**src/rtl/in_debounce_pkg.sv**
```systemverilog
`default_nettype none
// ============================================================================
//  Module   : in_debounce_pkg
//  Purpose  : Shared types, default constants and counter-width helper for
//             the in_debounce input conditioning stage.
//  Revision : 1.0 - initial release
// ============================================================================
package in_debounce_pkg;

    // Debounce FSM state encoding
    typedef logic [0:0] state_t;
    localparam state_t c_STABLE  = 1'b0;
    localparam state_t c_PENDING = 1'b1;

    // Default configuration
    localparam int   c_DEF_SYNC_STAGES     = 2;
    localparam int   c_DEF_DEBOUNCE_CYCLES = 16;
    localparam logic c_DEF_RESET_LEVEL     = 1'b0;

    // Width of the qualification counter for a given debounce length
    function automatic int cnt_width(input int cycles);
        return $clog2(cycles + 1);
    endfunction

endpackage
`default_nettype wire

```
**src/rtl/in_debounce_if.sv**
```systemverilog
`default_nettype none
// ============================================================================
//  Module   : in_debounce_if
//  Purpose  : Signal bundle between a raw input source / consumer and the
//             in_debounce stage.
//  Revision : 1.0 - initial release
// ============================================================================
interface in_debounce_if;
    logic IN_RAW;   // raw asynchronous level
    logic EN;       // sample tick
    logic IN;       // debounced level
    logic RISE;     // 0->1 pulse on IN
    logic FALL;     // 1->0 pulse on IN
    logic BUSY;     // level change pending

    // Source side: drives the raw level and tick, consumes the clean outputs
    modport master (output IN_RAW, EN, input IN, RISE, FALL, BUSY);
    // Debouncer side
    modport slave  (input IN_RAW, EN, output IN, RISE, FALL, BUSY);
endinterface
`default_nettype wire

```
**src/rtl/in_debounce_sync_ff.sv**
```systemverilog
`default_nettype none
// ============================================================================
//  Module   : sync_ff
//  Purpose  : N-flop level synchroniser with synchronous active-high reset
//             and configurable reset value. Reusable for any asynchronous
//             single-bit input.
//  Revision : 1.0 - initial release
// ============================================================================
module sync_ff #(
    parameter int   STAGES    = 2,
    parameter logic RESET_VAL = 1'b0
) (
    input  wire logic CLK,
    input  wire logic RST,
    input  wire logic i_d,
    output logic      o_q
);

    logic [STAGES-1:0] r_sync;

    // Shift the raw level through the chain; bit 0 is the metastable stage
    always_ff @(posedge CLK) begin
        if (RST) begin
            r_sync <= {STAGES{RESET_VAL}};
        end else begin
            r_sync <= {r_sync[STAGES-2:0], i_d};
        end
    end

    assign o_q = r_sync[STAGES-1];

endmodule
`default_nettype wire

```
**src/rtl/in_debounce.sv**
```systemverilog
`default_nettype none
// ============================================================================
//  Module   : in_debounce
//  Purpose  : Synchronise a raw asynchronous level into CLK and debounce it
//             with a consecutive-sample counter. Produces a clean IN level,
//             a BUSY flag while a change is qualifying and, optionally,
//             single-cycle RISE/FALL pulses.
//  Config   : define IN_DEBOUNCE_PULSE_EN to build the RISE/FALL pulse
//             logic; otherwise RISE/FALL are tied low.
//  Revision : 1.0 - initial release
// ============================================================================
module in_debounce
    import in_debounce_pkg::*;
#(
    parameter int   SYNC_STAGES     = c_DEF_SYNC_STAGES,
    parameter int   DEBOUNCE_CYCLES = c_DEF_DEBOUNCE_CYCLES,
    parameter logic RESET_LEVEL     = c_DEF_RESET_LEVEL
) (
    input  wire logic    CLK,
    input  wire logic    RST,
    in_debounce_if.slave bus
);

    localparam int                 c_CNT_W    = cnt_width(DEBOUNCE_CYCLES);
    localparam logic [c_CNT_W-1:0] c_CNT_LAST = c_CNT_W'(DEBOUNCE_CYCLES - 1);
    localparam logic [c_CNT_W-1:0] c_CNT_ONE  = c_CNT_W'(1);

    logic               w_s;
    state_t             r_state;
    state_t             w_state_nxt;
    logic [c_CNT_W-1:0] r_cnt;
    logic [c_CNT_W-1:0] w_cnt_nxt;
    logic               r_in;
    logic               w_in_nxt;
    logic               r_busy;

    sync_ff #(
        .STAGES    (SYNC_STAGES),
        .RESET_VAL (RESET_LEVEL)
    ) u_sync (
        .CLK (CLK),
        .RST (RST),
        .i_d (bus.IN_RAW),
        .o_q (w_s)
    );

    // Next-state logic: qualify a disagreement between s and IN over
    // DEBOUNCE_CYCLES enabled samples; any agreement restarts from zero
    always_comb begin
        w_state_nxt = r_state;
        w_cnt_nxt   = r_cnt;
        w_in_nxt    = r_in;
        case (r_state)
            c_STABLE: begin
                if (w_s == r_in) begin
                    w_cnt_nxt = '0;
                end else if (bus.EN) begin
                    if (DEBOUNCE_CYCLES == 1) begin
                        w_in_nxt = w_s;
                    end else begin
                        w_cnt_nxt   = c_CNT_ONE;
                        w_state_nxt = c_PENDING;
                    end
                end else begin
                    w_cnt_nxt   = '0;
                    w_state_nxt = c_PENDING;
                end
            end
            c_PENDING: begin
                if (w_s == r_in) begin
                    w_cnt_nxt   = '0;
                    w_state_nxt = c_STABLE;
                end else if (bus.EN) begin
                    if (r_cnt == c_CNT_LAST) begin
                        w_in_nxt    = w_s;
                        w_cnt_nxt   = '0;
                        w_state_nxt = c_STABLE;
                    end else begin
                        w_cnt_nxt = r_cnt + c_CNT_ONE;
                    end
                end
            end
            default: begin
                w_cnt_nxt   = '0;
                w_state_nxt = c_STABLE;
            end
        endcase
    end

    // State, counter, debounced level and BUSY registers
    always_ff @(posedge CLK) begin
        if (RST) begin
            r_state <= c_STABLE;
            r_cnt   <= '0;
            r_in    <= RESET_LEVEL;
            r_busy  <= 1'b0;
        end else begin
            r_state <= w_state_nxt;
            r_cnt   <= w_cnt_nxt;
            r_in    <= w_in_nxt;
            r_busy  <= (w_state_nxt == c_PENDING);
        end
    end

    assign bus.IN   = r_in;
    assign bus.BUSY = r_busy;

`ifdef IN_DEBOUNCE_PULSE_EN
    logic r_rise;
    logic r_fall;

    // Edge pulses registered on the same edge that IN changes; reset forces
    // them low so reset entry/exit never produces a pulse
    always_ff @(posedge CLK) begin
        if (RST) begin
            r_rise <= 1'b0;
            r_fall <= 1'b0;
        end else begin
            r_rise <= ~r_in &  w_in_nxt;
            r_fall <=  r_in & ~w_in_nxt;
        end
    end

    assign bus.RISE = r_rise;
    assign bus.FALL = r_fall;
`else
    assign bus.RISE = 1'b0;
    assign bus.FALL = 1'b0;
`endif

endmodule
`default_nettype wire

```
**src/flat_wrapper.sv**
```systemverilog
// flat-port wrapper written by rule: the top's interface ports become plain ports
module in_debounce_flat import in_debounce_pkg::*;
#(
    parameter int   SYNC_STAGES     = c_DEF_SYNC_STAGES,
    parameter int   DEBOUNCE_CYCLES = c_DEF_DEBOUNCE_CYCLES,
    parameter logic RESET_LEVEL     = c_DEF_RESET_LEVEL
)
  (CLK, RST, bus_IN_RAW, bus_EN, bus_IN, bus_RISE, bus_FALL, bus_BUSY);
  in_debounce_if bus_i ();
  input  wire logic CLK;
  input  wire logic RST;
  input wire logic [$bits(bus_i.IN_RAW)-1:0] bus_IN_RAW;
  input wire logic [$bits(bus_i.EN)-1:0] bus_EN;
  output wire logic [$bits(bus_i.IN)-1:0] bus_IN;
  output wire logic [$bits(bus_i.RISE)-1:0] bus_RISE;
  output wire logic [$bits(bus_i.FALL)-1:0] bus_FALL;
  output wire logic [$bits(bus_i.BUSY)-1:0] bus_BUSY;
  assign bus_i.IN_RAW = bus_IN_RAW;
  assign bus_i.EN = bus_EN;
  assign bus_IN = bus_i.IN;
  assign bus_RISE = bus_i.RISE;
  assign bus_FALL = bus_i.FALL;
  assign bus_BUSY = bus_i.BUSY;
  in_debounce #(.SYNC_STAGES(SYNC_STAGES), .DEBOUNCE_CYCLES(DEBOUNCE_CYCLES), .RESET_LEVEL(RESET_LEVEL)) u_core (.CLK(CLK), .RST(RST), .bus(bus_i));
endmodule
```
**config.mk**
```make
export PLATFORM = sky130hd
export DESIGN_NAME = in_debounce_flat
export DESIGN_NICKNAME = d
export VERILOG_FILES = /design/src/rtl/in_debounce_pkg.sv /design/src/rtl/in_debounce_if.sv /design/src/rtl/in_debounce_sync_ff.sv /design/src/rtl/in_debounce.sv /design/src/flat_wrapper.sv
export SDC_FILE = /design/constraint.sdc
export NUM_CORES = 1
export LEC_CHECK = 0
export ABC_CLOCK_PERIOD_IN_PS = 1400
export CORE_AREA = 3 3 40 42
export DETAILED_ROUTE_END_ITERATION = 8
export DIE_AREA = 0 0 43 45
export RECOVER_POWER = 100
export SETUP_SLACK_MARGIN = 0.4
export SYNTH_ARGS = -nofsm -noshare
export SYNTH_HDL_FRONTEND = slang
export SYNTH_SLANG_ARGS = --single-unit
```
**constraint.sdc**
```tcl
create_clock -name CLK -period 1.4 [get_ports CLK]
set_input_delay 0.14 -clock CLK [delete_from_list [all_inputs] [get_ports CLK]]
set_output_delay 0.14 -clock CLK [all_outputs]
set_load 0.05 [all_outputs]
```
==> flow_summary.toml, run 1 <==
[clocking]
root_buffer = "clkbuf_4"
cts-hold-fix-buffers = 0
clk_pin_slew_worst_paths_ns = 0.07
clock_sinks = 9
cts_tree = "built"
clk_path_buf_depth = 2
ctsHtreeMaxLevel = 1
clkLatencyLatePin_ns = 0.26
numCtsBuffers = 3

[finish]
diodes = 0
drive_gt1_share_pct = 30.19
nets = 59
layout_common_cells = "dfxtp_1 (7), nand2_1 (4), nor2_1 (4), buf_4 (4), clkbuf_4 (3)"
layout_commonest_cell = "dfxtp_1"
syn_to_final_growth_pct = 32.13
stdcell_count = 68
fin_area_sq_um = 550.5

[timing]
slew_violations = 0
rsz0062_at_grt = "true"
finalCritPeriodShare_pct = 80.86
setup_violations = 0
hold_viol_final = 0
tns_ns = 0
finClkSkew_ns = 0.007680
max_freq_mhz = 883.3
setup_slack_ns = 0.2679
min_period_ns = 1.132

[worst_setup_path]
crit_family = "flip-flops"
reg2regPathDepth = 4
cp-end-kind = "register"
cp_cell_sequence = "ha_4, nand4b_4, nor2_1, mux2i_1"
worstReg2RegStart = "u_core.r_cnt[1]$_SDFFE_PP0P_"
path_class = "register to register"
path_buf_inv = 0
start_kind = "register"
r2r_end = "u_core.bus.IN$_SDFFE_PP0P_"
slowest_delay_ns = 0.38
slowest_stage = "dfxtp_1"
arrival_ns = 1.31
worstPathMaxFanout = 4
r2r_setup_slack_ns = 0.27
crit_required_ns = 1.58

[grt]
first_global_vias = 307
overflow = 0
grt_pass1_wl_um = 1276
antenna_found_initial = 0
grt_usage_pct = 9.508
grt_max_degree = 7

[hold_path]
hold_path.startpoint = "bus_EN"
hold_class = "input pin to register"
whs_path_depth = 3
min_to = "u_core.r_cnt[0]$_SDFFE_PP0P_"

[synth]
synth_seq_cells = 9
synthCells = 43
synth_edf_count = 0
yosys_warnings = 0
synth-seq-area-share_pct = 43.24
synth_cell_type_count = 21
syn_area_sq_um = 416.7
synthFlopType = "dfxtp_1"
async_reset_ff_share_pct = 0
avgSynthCellArea_sq_um = 9.690

[pwr]
p_clk_share_pct = 40.4
p_sw_mw = 0.1228
power_leakage_nw = 0.2359
ir_worst_vdd_uv = 503.4
intPower_mw = 0.3849
comb_power_share_pct = 8.5
switching_share_pct = 24.19
power_density_nw_per_um2 = 922.2
seqPwrFrac_pct = 51.1

[placed_design]
finalWeightedCongestion = 0.7011
postPlaceCellArea_sq_um = 518.0
pre_cts_slack_ns = 0.1237
io_buffers = 5
hpwl_um = 484
post-place-cells = 62

[floorplanning]
die-area_sq_um = 1935
core_area_sq_um = 1285
rows = 13
die_h_um = 45
start_util_pct = 32.42
ioPinCount = 8
die_x_um = 43

[routing]
routedWlPerCell_um = 10.29
viasPerCell = 4.765
drtAntennaViolNets = 0
wl_um = 700
vias = 324
first_pass_iters = 2
drtIter0Drc = 1
drc = 0

[run_status]
outcome = "finished clean"

[job]
maxCapViolations = 0
## worst max-delay path by stage
stage | startpoint | to | slack, ns | cells after the start
after global routing | u_core.r_cnt[1]$_SDFFE_PP0P_ | u_core.bus.IN$_SDFFE_PP0P_ | 0.18 | 4
after floorplan | u_core.bus.IN$_SDFFE_PP0P_ | u_core.r_cnt[3]$_SDFFE_PP0P_ | 0.39 | 3
final | u_core.r_cnt[1]$_SDFFE_PP0P_ | u_core.bus.IN$_SDFFE_PP0P_ | 0.27 | 4
after CTS | u_core.r_cnt[1]$_SDFFE_PP0P_ | u_core.bus.IN$_SDFFE_PP0P_ | 0.35 | 4
after detailed placement | bus_EN | u_core.r_cnt[0]$_SDFFE_PP0P_ | 0.12 | 3
after global placement | bus_EN | u_core.r_cnt[0]$_SDFFE_PP0P_ | 0.14 | 3
## flip-flops by register name, summed over array words and instances (netlist names)
name,flops
u_core.r_cnt,5
u_core.u_sync.r_sync,2
u_core.bus.IN,1
u_core.r_state,1
## metrics by stage
| stage | power (mW) | hold WS, ns | utilization (%) |
|---|---|---|---|
| after floorplan | 0.2989 | 0.2116 | - |
| after global placement | 0.3095 | 0.4200 | 40.31 |
| after detailed placement | 0.3097 | 0.4237 | 40.31 |
| after CTS | 0.5188 | 0.3683 | 44.01 |
| after global routing | 0.5435 | 0.3805 | 42.84 |
| final | 0.5077 | 0.3783 | 42.84 |
## routing by layer
layer	track usage, %	share of wire (%)	vias to the layer above
met5	0	0	-
met4	5.422	1.4	0
met3	7.171	7.3	2
met2	14.37	44	9
met1	9.443	47	152
li1	-	-	161
## power groups by stage
stage          logic (mW)  registers [mW]  clock network (mW)
6_report           0.0433           0.260               0.205
5_1_grt            0.0463           0.260               0.237
4_1_cts            0.0444           0.256               0.218
3_5_place_dp       0.0436           0.266                   0
3_3_place_gp       0.0433           0.266                   0
2_1_floorplan      0.0310           0.268                   0
## synthesized netlist by cell type (all sizes together), types with 2 or more instances
cell type | n | share of area [%]
buf | 3 | 5.4
a21oi | 2 | 3.3
or2b | 2 | 3.6
nor2 | 4 | 4.2
nand3 | 2 | 2.4
nor2b | 2 | 3.0
dfxtp | 9 | 43
nand2b | 2 | 3.0
nand3b | 2 | 3.6
nand2 | 5 | 4.5
xor2 | 2 | 4.2
## worst reg2reg max path: cells and delay by family (launching register included)
| family | cells | cell delay, ns |
|---|---|---|
| flops | 1 | 0.38 |
| simple gates | 2 | 0.31 |
| fa+ha+maj | 1 | 0.17 |
| mux | 1 | 0.19 |
## kinds of logic (layout without fill, tap and decap cells)
| family | count (synthesis) | count (layout) | synth area share [%] |
|---|---|---|---|
| flip-flops | 9 | 9 | 43.24 |
| buffers and inverters | 3 | 12 | 5.405 |
| multiplexers | 2 | 2 | 5.105 |
| other | 1 | 2 | 0.9000 |
| AO/OA/AOI/OAI | 5 | 5 | 10.21 |
| adder cells (fa/ha/maj) | 1 | 1 | 3.003 |
| AND/OR/NAND/NOR | 20 | 20 | 27.93 |
| XOR/XNOR | 2 | 2 | 4.205 |
## repair_timing
item | 4_1_cts | 5_1_grt
endpoints found under the setup margin | 3 | 5
pin swaps | 2 | 4
gates resized for setup | 4 | 1
setup buffers | 2 | 0
## layout make-up
class / count / area (sq um)
multi-input cells: 32 / 239.0
fillers: 132 / 734.5
well taps: 15 / 18.77
repair buffers: 8 / 78.83
flip-flops and latches: 9 / 187.7
clock buffers: 4 / 26.28
Note: power is estimated with default switching activity, not from simulation.
==> run 2: changes to the inputs <==
--- a/config.mk
+++ b/config.mk
@@ -5,7 +5,7 @@
 export SDC_FILE = /design/constraint.sdc
 export NUM_CORES = 1
 export LEC_CHECK = 0
-export ABC_CLOCK_PERIOD_IN_PS = 1400
+export ABC_CLOCK_PERIOD_IN_PS = 1100
 export CORE_AREA = 3 3 40 42
 export DETAILED_ROUTE_END_ITERATION = 8
 export DIE_AREA = 0 0 43 45
==> constraint.sdc (replaced) <==
create_clock -name CLK -period 1.1 [get_ports CLK]
set_input_delay 0.11 -clock CLK [delete_from_list [all_inputs] [get_ports CLK]]
set_output_delay 0.11 -clock CLK [all_outputs]
set_load 0.05 [all_outputs]
==> run 2 against run 1 <==
Effect of this change: sequential power rose by 27%; non-clock buffer count rose by 3; largest power group unchanged; power rose by 27%; via count fell by 0.62%; largest cell class unchanged; combinational power rose by 36%; clock power rose by 25%.
==> flow_summary.toml, run 2 (synthesis results as in run 1) <==
[placed_design]
io_buffers = 5
pre_cts_slack_ns = -0.1593
hpwl_um = 515.4
postPlaceCellArea_sq_um = 545.5
finalWeightedCongestion = 0.7038
post-place-cells = 64

[routing]
viasPerCell = 4.535
routedWlPerCell_um = 9.915
vias = 322
first_pass_iters = 3
drc = 0
wl_um = 704
drtIter0Drc = 4
drtAntennaViolNets = 0

[timing]
hold_viol_final = 0
finClkSkew_ns = 0.004037
setup_slack_ns = 0.07369
slew_violations = 0
setup_violations = 0
rsz0062_at_grt = "true"
min_period_ns = 1.026
tns_ns = 0
max_freq_mhz = 974.4
finalCritPeriodShare_pct = 93.30

[finish]
syn_to_final_growth_pct = 43.54
top_regs = "u_core.r_cnt (5), u_core.u_sync.r_sync (2)"
num-fill-cells = 126
diodes = 0
stdcell_count = 71
nets = 62
layout_commonest_cell = "clkbuf_4"
drive_gt1_share_pct = 42.86
layout_common_cells = "clkbuf_4 (5), nand2_1 (4), buf_4 (4), dfxtp_1 (4)"
top_register = "u_core.r_cnt"
largest_register_ffs = 5
fin_area_sq_um = 598.1

[grt]
grt_usage_pct = 9.182
antenna_found_initial = 0
first_global_vias = 294
overflow = 0
grt_pass1_wl_um = 1207
grt_max_degree = 7

[clocking]
ctsHtreeMaxLevel = 1
numCtsBuffers = 3
clkLatencyLatePin_ns = 0.26
root_buffer = "clkbuf_4"
cts_tree = "built"
clock_sinks = 9
cts-hold-fix-buffers = 0
clk_pin_slew_worst_paths_ns = 0.06
clk_path_buf_depth = 2

[worst_setup_path]
path_class = "register to register"
worstPathMaxFanout = 4
arrival_ns = 1.21
cp_cell_sequence = "ha_4, nand4b_4, nor2_4, mux2i_1"
slowest_delay_ns = 0.36
cp-end-kind = "register"
crit_required_ns = 1.29
start_kind = "register"
slowest_stage = "dfxtp_4"

[floorplanning]
die_x_um = 43
die-area_sq_um = 1935
rows = 13
core_area_sq_um = 1285
ioPinCount = 8
start_util_pct = 32.42
die_h_um = 45

[pwr]
power_density_nw_per_um2 = 1077
power_mw = 0.6442
ir_worst_vdd_uv = 599.6
power_leakage_nw = 0.2523

[run_status]
outcome = "finished clean"

[job]
maxCapViolations = 0

[hold_path]
hold_class = "input pin to register"
-- run 2: cell types whose count changed in the layout (fill, tap and decap cells not counted), sizes merged --
cell	previous run	this run
clkbuf	4	6
buf	5	6
clkdlybuf4s50	1	2
dlygate4sd3	1	0
-- run 2: per-layer routing --
metal / GRT usage (%) / vias to the layer above / routed length, um
met4: 10.24 / 0 / 12
met1: 10.44 / 143 / 337
met3: 5.179 / 2 / 56
met5: 0 / - / 0
met2: 11.08 / 9 / 297
li1: - / 168 / -
-- run 2: power breakdown --
group / switching (mW) / total, mW / leakage, nW / internal [mW]
Sequential: 0.00435 / 0.329 / 0.0763 / 0.325
Clock: 0.116 / 0.256 / 0.0150 / 0.140
Combinational: 0.0323 / 0.0589 / 0.161 / 0.0266
Total: 0.153 / 0.644 / 0.252 / 0.491
-- run 2: final cells by class --
class                   count  area (sq um)  share of cell area (%)
multi-input cells          32         254.0                   42.47
repair buffers             11         105.1                   17.57
well taps                  15         18.77                   3.138
flip-flops and latches      9         193.9                   32.43
clock buffers               4         26.28                   4.393
-- run 2: timing repair --
action / CTS / global route
pin swaps: 3 / 2
buffers inserted: 2 / 1
endpoints found under the setup margin: 9 / 9
resized for setup: 5 / 3
-- run 2: final timing paths --
| path | slack, ns | depth (start not counted) | startpoint | end |
|---|---|---|---|---|
| setup reg to reg | 0.07 | 4 | u_core.r_cnt[1]$_SDFFE_PP0P_ | u_core.bus.IN$_SDFFE_PP0P_ |
| hold / removal | 0.35 | 3 | bus_EN | u_core.r_cnt[0]$_SDFFE_PP0P_ |
| setup / recovery | 0.07 | 4 | u_core.r_cnt[1]$_SDFFE_PP0P_ | u_core.bus.IN$_SDFFE_PP0P_ |
| hold reg to reg | 0.44 | 1 | u_core.u_sync.r_sync[0]$_SDFF_PP0_ | u_core.u_sync.r_sync[1]$_SDFF_PP0_ |
-- run 2: critical path, delay by kind of cell (launching register included) --
family | cells | cell delay (ns)
AND/OR/NAND/NOR | 2 | 0.28
multiplexers | 1 | 0.18
adder cells (fa/ha/maj) | 1 | 0.14
flip-flops | 1 | 0.36
-- run 2: through the flow --
stage,util [%],hold slack [ns]
floorplan,-,0.1816
global placement,42.45,0.4290
detailed placement,42.45,0.4435
CTS,46.25,0.3479
global route,46.54,0.3823
finish,46.54,0.3498
==> run 3: changes to the inputs <==
--- a/config.mk
+++ b/config.mk
@@ -11,6 +11,7 @@
 export DIE_AREA = 0 0 43 45
 export RECOVER_POWER = 100
 export SETUP_SLACK_MARGIN = 0.4
+export SLEW_MARGIN = 20
 export SYNTH_ARGS = -nofsm -noshare
 export SYNTH_HDL_FRONTEND = slang
 export SYNTH_SLANG_ARGS = --single-unit
==> results of run 3 <==
No change in the layout: final DEF, timing and power equal those of run 2.
==> RTL edit (settings of run 2) <==
Build with the macro `IN_DEBOUNCE_PULSE_EN` defined.
--- a/src/rtl/in_debounce.sv
+++ b/src/rtl/in_debounce.sv
@@ -9,6 +9,8 @@
 //             logic; otherwise RISE/FALL are tied low.
 //  Revision : 1.0 - initial release
 // ============================================================================
+`define IN_DEBOUNCE_PULSE_EN
+
 module in_debounce
     import in_debounce_pkg::*;
 #(
Behaviour: no difference found for any inputs over 10 cycles, from zero or initial values and one cycle with RST high; that may be too few to reach the edited logic, so the function may still have changed.
==> RTL edit against run 2 <==
The flow now finishes with violations (negative setup slack); synthesized cell count increased by 2.3%; clock skew about the same; non-clock buffer count increased by 10; design area increased by 32%; area after synthesis increased by 8.1%; core utilization increased by 15 points; routed wire length increased by 34%; power increased by 14%; setup slack got worse by 0.24 ns; sequential cell count increased by 2; combinational power decreased by 5.9%; count of clock-buffer cells in the layout unchanged; largest cell class unchanged.
==> RTL edit: results (changes against run 2) <==
Timing
  – Slew @ Worst Pin: 0.296 ns
  – Post-route setup TNS: -0.847 ns (was 0 ns)
  – Setup Viol. Count Final: 7 (was 0)
  – Final setup margin: -0.169 ns (was 0.0737 ns)
  – Clock Skews: 0.00375 ns (was 0.00404 ns)

Synthesis
  – Distinct cell type count of the synthesized netlist: 20 (was 21)
  – Post-Syn Area per Cell: 10.2 sq um (was 9.69 sq um)
  – Synth top area cells: dfxtp_1 (49%), nand2b_1 (5.6%), nor4b_1 (3.9%), xor2_1 (3.9%), nand2_1 (3.3%) (was dfxtp_1 (43%), buf_4 (5.4%), nand2_1 (4.5%), xor2_1 (4.2%), a311oi_2 (3.6%))
  – Most common library cells after synthesis: dfxtp_1 (11), nand2_1 (4), nand2b_1 (4) (was dfxtp_1 (9), nand2_1 (5), buf_4 (3), nor2_1 (3))
  – Dominant synthesized flop cell: dfxtp_1 (unchanged)
  – Seq/Total Area, Yosys: 0.489 (was 0.432)

Global routing
  – Vias in the first global route: 378 (was 294)
  – GRT Util Overall: 0.119 (was 0.0918)
  – First-pass GRT wire length: 1610 um (was 1210 um)
  – Maximum number of pins on one net before global-route repair: 8 (was 7)

Min path
  – WHS Path Cells: 2 (was 3)

Finish
  – Largest registers: u_core.r_cnt x5, u_core.u_sync.r_sync x2 (unchanged)
  – # fillers: 102 (was 126)
  – Fin nets: 74 (was 62)
  – Share of cells above drive strength 1: 0.544 (was 0.429)
  – Layout Cells excl Fill: 83 (was 71)

Power
  – Peak VDD IR: 0.493 mV (was 0.600 mV)
  – Leakage: 0.302 nW (was 0.252 nW)
  – Sw frac: 0.224 (was 0.237)

Placement
  – HPWL Detailed: 635 um (was 515 um)
  – Dpl cells: 75 (was 64)
  – Input/output buffers: 7 (was 5)
  – GP Congestion: 0.655 (was 0.704)
  – Pre-CTS setup slack: -0.378 ns (was -0.159 ns)

Detailed routing
  – Vias after detailed routing: 392 (was 322)
  – Drt pass-1 iters: 2 (was 3)
  – Initial DRC count: 2 (was 4)
  – Routed WL per cell: 11.3 um (was 9.92 um)

Run status
  – Failing checks: negative setup slack
  – Status: finished, violations left (was complete, no violations)

Clock network
  – Root Buffer Master: clkbuf_4 (unchanged)

Setup path
  – Path depth of the worst reg2reg path: 4 (unchanged)
  – Crit path DAT: 1.45 ns (was 1.21 ns)
  – CP Max Fanout: 2 (was 4)
## RTL edit: cell count changes after synthesis, sizes merged, moves of 2 or more
cell | run 2 | this run
dfxtp | 9 | 11
nand2b | 2 | 4
nor4b | 0 | 2
buf | 3 | 1
or2b | 2 | 0
## RTL edit: path summary, 6_finish.rpt
check	start	end	slack, ns
max	u_core.r_cnt[0]	u_core.bus.FALL	-0.17
min	bus_IN_RAW	u_core.u_sync.r_sync[0]	0.39
max reg2reg	u_core.r_cnt[0]	u_core.bus.FALL	-0.17
min reg2reg	u_core.u_sync.r_sync[0]	u_core.u_sync.r_sync[1]	0.44
## RTL edit: what timing repair did
| item | in CTS | in global routing |
|---|---|---|
| gates resized for setup | 9 | 7 |
| setup buffers | 3 | 1 |
| setup endpoints to repair | 13 | 13 |
| hold buffers | 0 | 0 |
| pin swaps | 9 | 9 |
## RTL edit: power by group through the flow
stage / sequential (mW) / combinational (mW) / clock (mW)
floorplan: 0.415 / 0.0189 / 0
detailed placement: 0.411 / 0.0511 / 0
finish: 0.403 / 0.0554 / 0.279
CTS: 0.402 / 0.0557 / 0.290
global placement: 0.411 / 0.0515 / 0
global route: 0.404 / 0.0601 / 0.316
## RTL edit: metrics by stage
step / instance area, sq um / hold WS (ns)
after CTS: 758 / 0.382
after floorplan: 473 / 0.182
after detailed placement: 669 / 0.424
after global routing: 787 / 0.387
final: 787 / 0.390
after global placement: 669 / 0.418
## RTL edit: area by class of cell
class | count | area (sq um) | share of cell area
Multi-Input combinational cell | 32 | 278 | 0.353
Clock buffer | 4 | 26.3 | 0.0334
Timing Repair Buffer | 21 | 230 | 0.293
Tap cell | 15 | 18.8 | 0.0238
Sequential cell | 11 | 234 | 0.297
## RTL edit: metal layers
layer  up-vias  routed length, um  track usage  part of all wire
met5         -                  0            0                 0
met4         0                 31       0.0904             0.033
met3         5                 57       0.0518             0.061
met2        10                361        0.147              0.38
met1       169                490        0.160              0.52
li1        208                  -            -                 -
## RTL edit: cell families (layout without fill, tap and decap cells)
group | count (synthesis) | after routing | synth area share
buffers and inverters | 1 | 25 | 0.0167
muxes | 2 | 2 | 0.0472
adders and majority gates | 1 | 1 | 0.0278
DFF | 11 | 11 | 0.489
AOI/OAI and AO/OA | 4 | 4 | 0.0611
xor gates and xnor gates | 2 | 2 | 0.0389
and+or+nand+nor | 23 | 23 | 0.319
## RTL edit: worst max-delay path, cell delays in order, from the launching register on
cell and delay, ns:
dfxtp_2 0.36, ha_4 0.15, nand4_4 0.07, or3b_4 0.39, nor4b_2 0.20
